**src/rtl/present_pkg.sv**
```systemverilog
// Shared PRESENT-80 constants, FSM encoding and the key-schedule step functions.
// Used by the decryption core and its permutation sub-module.
package present_pkg;

  localparam int ROUNDS_STD = 31;

  localparam logic [3:0] SBOX [16] = '{
    4'hC, 4'h5, 4'h6, 4'hB, 4'h9, 4'h0, 4'hA, 4'hD,
    4'h3, 4'hE, 4'hF, 4'h8, 4'h4, 4'h7, 4'h1, 4'h2
  };

  localparam logic [3:0] INV_SBOX [16] = '{
    4'h5, 4'hE, 4'hF, 4'h8, 4'hC, 4'h1, 4'h2, 4'hD,
    4'hB, 4'h4, 4'h6, 4'h3, 4'h0, 4'h7, 4'h9, 4'hA
  };

  typedef enum logic [1:0] {
    IDLE   = 2'd0,
    KEYEXP = 2'd1,
    DEC    = 2'd2,
    DONE   = 2'd3
  } fsm_t;

  // One forward schedule step: rotate left 61, S-box the top nibble, mix in the round counter.
  function automatic logic [79:0] key_fwd(input logic [79:0] k, input logic [4:0] i);
    logic [79:0] r;
    r          = {k[18:0], k[79:19]};
    r[79:76]   = SBOX[r[79:76]];
    r[19:15]   = r[19:15] ^ i;
    return r;
  endfunction

  // Exact inverse of key_fwd for the same counter value.
  function automatic logic [79:0] key_inv(input logic [79:0] k, input logic [4:0] i);
    logic [79:0] r;
    r          = k;
    r[19:15]   = r[19:15] ^ i;
    r[79:76]   = INV_SBOX[r[79:76]];
    return {r[60:0], r[79:61]};
  endfunction

endpackage

```
**src/rtl/present_inv_pdata.sv**
```systemverilog
// Inverse PRESENT pLayer: out[i] = in[(16*i) mod 63], bit 63 passes straight through.
// Pure wiring, no logic.
module present_inv_pdata
  import present_pkg::*;
(
  input  logic [63:0] din,
  output logic [63:0] dout
);

  for (genvar g = 0; g < 63; g++) begin : g_perm
    assign dout[g] = din[(16 * g) % 63];
  end

  assign dout[63] = din[63];

endmodule

```
**src/rtl/present_dec_core.sv**
```systemverilog
// Round-based PRESENT-80 decryption core: expands the key forward to K32, then
// unwinds it one step per round while applying inverse pLayer, inverse S-box and key XOR.
//
// state  | meaning
// IDLE   | waiting for a block, in_ready high (from the second cycle after reset)
// KEYEXP | running the forward schedule up to K32, whitening on the last step
// DEC    | one decryption round per cycle, key schedule unwound on the fly
// DONE   | plaintext held on pt with out_valid until out_ready
module present_dec_core
  import present_pkg::*;
#(
  parameter int ROUNDS = ROUNDS_STD
) (
  input  logic        clk,
  input  logic        rst,
  input  logic        in_valid,
  output logic        in_ready,
  input  logic [63:0] ct,
  input  logic [79:0] key,
  output logic        out_valid,
  input  logic        out_ready,
  output logic [63:0] pt
);

  localparam logic [4:0] LAST_CNT = 5'(ROUNDS);

  fsm_t        fsm;
  logic [63:0] state;
  logic [79:0] key_reg;
  logic [4:0]  cnt;

  logic [79:0] fwd_key;
  logic [79:0] inv_key;
  logic [63:0] pinv_out;
  logic [63:0] sinv_out;
  logic [63:0] dec_next;

  assign fwd_key = key_fwd(key_reg, cnt);
  assign inv_key = key_inv(key_reg, cnt);

  present_inv_pdata u_inv_pdata (
    .din  (state),
    .dout (pinv_out)
  );

  for (genvar n = 0; n < 16; n++) begin : g_sinv
    assign sinv_out[4*n +: 4] = INV_SBOX[pinv_out[4*n +: 4]];
  end

  // The unwound key is used in the same cycle it is produced, so round i XORs K_i.
  assign dec_next = sinv_out ^ inv_key[79:16];

  always_ff @(posedge clk) begin
    if (rst) begin
      fsm       <= IDLE;
      in_ready  <= 1'b0;
      out_valid <= 1'b0;
      pt        <= '0;
      state     <= '0;
      key_reg   <= '0;
      cnt       <= '0;
    end else begin
      case (fsm)
        IDLE: begin
          in_ready <= 1'b1;
          if (in_valid && in_ready) begin
            state    <= ct;
            key_reg  <= key;
            cnt      <= 5'd1;
            in_ready <= 1'b0;
            fsm      <= KEYEXP;
          end
        end

        KEYEXP: begin
          key_reg <= fwd_key;
          if (cnt == LAST_CNT) begin
            state <= state ^ fwd_key[79:16];
            fsm   <= DEC;
          end else begin
            cnt <= cnt + 5'd1;
          end
        end

        DEC: begin
          key_reg <= inv_key;
          state   <= dec_next;
          cnt     <= cnt - 5'd1;
          if (cnt == 5'd1) begin
            pt        <= dec_next;
            out_valid <= 1'b1;
            fsm       <= DONE;
          end
        end

        DONE: begin
          if (out_ready) begin
            out_valid <= 1'b0;
            in_ready  <= 1'b1;
            fsm       <= IDLE;
          end
        end

        default: fsm <= IDLE;
      endcase
    end
  end

endmodule

```
**config.mk**
```make
export PLATFORM = sky130hd
export DESIGN_NAME = present_dec_core
export DESIGN_NICKNAME = d
export VERILOG_FILES = /design/src/rtl/present_pkg.sv /design/src/rtl/present_inv_pdata.sv /design/src/rtl/present_dec_core.sv
export SDC_FILE = /design/constraint.sdc
export NUM_CORES = 1
export LEC_CHECK = 0
export CORE_AREA = 2 2 178 180
export DETAILED_ROUTE_END_ITERATION = 10
export DIE_AREA = 0 0 180 182
export HOLD_SLACK_MARGIN = 0.15
export PLACE_DENSITY_LB_ADDON = 0.2
export SLEW_MARGIN = 20
export SYNTH_ARGS = -nofsm -noshare
export SYNTH_HDL_FRONTEND = slang
export SYNTH_HIERARCHICAL = 1
export SYNTH_SLANG_ARGS = --single-unit
```
**constraint.sdc**
```tcl
create_clock -name clk -period 2.1 [get_ports clk]
set_input_delay 0.42 -clock clk [delete_from_list [all_inputs] [get_ports clk]]
set_output_delay 0.42 -clock clk [all_outputs]
set_load 0.02 [all_outputs]
```
==> metrics.cfg <==
[run_status]
outcome=completed

[final_layout]
multi_input_area_sq_mm=0.0105
final_cells=2659
layout-drive-gt1-share_pct=21.8
areaGrowthSynthToFinish_pct=36.1
nets=2504
fill_cells=2518
largest_reg_flops=80
ff_latch_area_sq_mm=0.00437
antenna_cells=0

[pwr]
p_sw_share_pct=49.2
p_comb_share_pct=70.4
p_int_uw=22800
netSwitchingPower_uw=22000
p_clk_share_pct=10.6
power_leakage_uw=0.00853
power.density_mw_per_mm2=2120
peakVddDrop_mv=1.03
seqPwrFrac_pct=19.0

[sta]
slew_viol_final=0
fin_skew_ns=0.0185
rsz0062_at_grt=yes
setup_viol=0
fmax_mhz=478
fin_ws_ns=0.00980
whs_ns=0.293
slew_headroom_pct=57.1
min_period_over_period_pct=99.5
hold_violations=0
post-route-min-period_ns=2.09
worst_pin_slew_ns=0.642

[logic_synthesis]
ys_async_sr_fraction_pct=0
synth.avg_cell_area_sq_um=8.00
synth_mux_area_share_pct=7.90
synth-seq-cells=217
synth.distinct_cells=69
synth_flop_cell=dfxtp_1
yosys_warnings=6
synth-compound-area-share_pct=18.5
synth-adder-area-share_pct=9.51
synth.cell_area_sq_mm=0.0155
synth.yosys.seq_area_share_pct=28.0
synthSimpleGateAreaFrac_pct=19.9
syn_nets=2208
syn_inst=1942
synth-edff-count=0
synthXorXnorAreaFrac_pct=6.66
synth_top_family_by_area=simple AND/OR/NAND/NOR gates

[grt]
track_usage_pct=37.7
grt-ovfl-total=0
grt_pass1_vias=15600
grt_first_pass_wirelength_microns=95300
grt_max_degree=70
antenna_found_initial=0

[clock_tree]
cts-root-buf=clkbuf_16
tritoncts.num_buffers=27
clk_latency_ns=0.56
cts_tree=done
clkTransAtPathRegs_ns=0.06
h-tree-depth=1
cts_buffer_depth=3
clock_sinks=217

[route]
wl_met1_microns=24800
highest_layer=met4
wirelength_microns=64400
route.detailed.drc=0
post_drt_wl_per_cell_microns=24.2
postRouteAntennaNets=0
met2_length_microns=28300
via_count=16600
vias_per_cell=6.26
dr.pass1.iters=6
drtIter0Drc=2058
met3_length_microns=6810

[placement]
dp_cells=2601
io_buffers=213
gp_congestion=0.990
place.detailed.hpwl_microns=47500
dp_slack_ns=-0.274

[setup_path]
slowest_stage=dfxtp_1
end_kind=flip-flop
worst_r2r_path_depth=8
start_kind=flip-flop
worst-path-stages=8
cpMostUsedCell=buf_12
crit_arrival_ns=2.57
path_class=flip-flop to flip-flop
rr_endpoint=pt[48]
critPathBufInv=4
path_cells=inv_1 > buf_4 > ha_4 > buf_12 > and2_2 > buf_12 > nand3_1 > a21oi_1
reg2reg_from=fsm[0]
worstSetupEndpoint=pt[48]
r2r_setup_slack_ns=0.01
slowest_delay_ns=0.33
crit_family=buffers and inverters
crit_start=fsm[0]
cp_data_required_time_ns=2.58
worst-path-max-fanout=60

[worst_hold_path]
hp-class=input port to flip-flop

[die]
initial_core_util_pct=50.1
num_rows=65
ios=214
die_h_microns=182
fp.coreArea_sq_mm=0.0310
fp.dieW_microns=180
die-area_sq_mm=0.0328

[flow_run]
max_cap_violations=0

## worst min-delay path by stage
| stage | startpoint | to | slack, ns | depth (start not counted) |
|---|---|---|---|---|
| floorplan | state[62] | state[62] | 0.46 | 2 |
| global placement | pt[58] | pt[58] | 0.44 | 2 |
| detailed placement | pt[49] | pt[49] | 0.45 | 2 |
| CTS | rst | pt[36] | 0.28 | 2 |
| global route | rst | pt[52] | 0.30 | 2 |
| finish | rst | pt[36] | 0.29 | 2 |
## through the flow
step           power (uW)  TNS, ns  cell area (sq um)  utilization (%)
2_1_floorplan       24000        0              15600                -
3_3_place_gp        35800   -16.56              19400             62.5
3_5_place_dp        36200   -19.08              19400             62.5
4_1_cts             41800        0              20500             66.1
5_1_grt             47000   -0.708              21100             68.2
6_report            44800        0              21100             68.2
## metal layers
| metal | vias up | global-route usage (%) |
|---|---|---|
| met5 | - | 0 |
| met4 | 0 | 21.0 |
| met3 | 228 | 6.64 |
| met2 | 1059 | 58.9 |
| met1 | 7904 | 49.4 |
| li1 | 7453 | - |
## cell families after synthesis
family	Yosys count
and+or+nand+nor	675
AOI/OAI and AO/OA	426
buffers and inverters	312
DFF	217
xor gates and xnor gates	118
adders and majority gates	118
muxes	76
## layout make-up
cell class,count,area share (%)
sequential,217,20.7
tap,402,2.38
multi-input combinational,1413,49.6
timing repair buffer,488,21.5
inverter,91,1.64
clock buffer,36,3.45
clock inverter,12,0.657
## cell usage after synthesis, types with 28 or more instances
master,n,area [sq um]
nor2_1,249,935
dfxtp_1,217,4340
a21oi_1,162,811
nand2_1,143,537
nor3_1,142,711
a221oi_1,122,1070
ha_1,118,1480
clkbuf_1,106,398
inv_1,88,330
xor2_1,80,701
buf_4,67,503
o21ai_0,48,240
buf_2,43,215
nor4_1,38,238
xnor2_1,38,333
mux4_2,36,811
nand3_1,35,175
mux2i_1,28,280
## cell usage in the layout (no fill, tap or decap), types with 15 or more instances in the layout
cell type	Yosys	final
nand3_1	35	31
o211ai_1	15	15
inv_1	88	80
mux2i_1	28	26
buf_12	0	23
dfxtp_1	217	204
xor2_1	80	71
buf_4	67	245
a221oi_2	0	19
nor3_1	142	135
clkdlybuf4s50_1	0	212
o21ai_0	48	44
a21oi_1	162	160
xnor2_1	38	28
nor4_1	38	36
mux4_2	36	36
a221oi_1	122	101
nand2_1	143	142
ha_1	118	100
clkbuf_16	0	30
nor2_1	249	249
a211oi_1	18	15
## power groups by stage
stage | registers [uW] | logic, uW | clock network, uW
final | 8510 | 31500 | 4750
after floorplan | 7140 | 16900 | 0
after CTS | 8240 | 28800 | 4760
after detailed placement | 8250 | 28000 | 0
after global routing | 8580 | 33500 | 4930
after global placement | 8240 | 27600 | 0
## timing repair
action | CTS | global route
setup endpoints to repair | 58 | 76
buffers inserted | 2 | 8
hold buffers | 0 | 0
hold endpoints to repair | 0 | 0
pin swaps | 7 | 33
gates cloned | 0 | 3
gates resized for setup | 43 | 100
No activity file was read; power rests on OpenSTA's default activity.
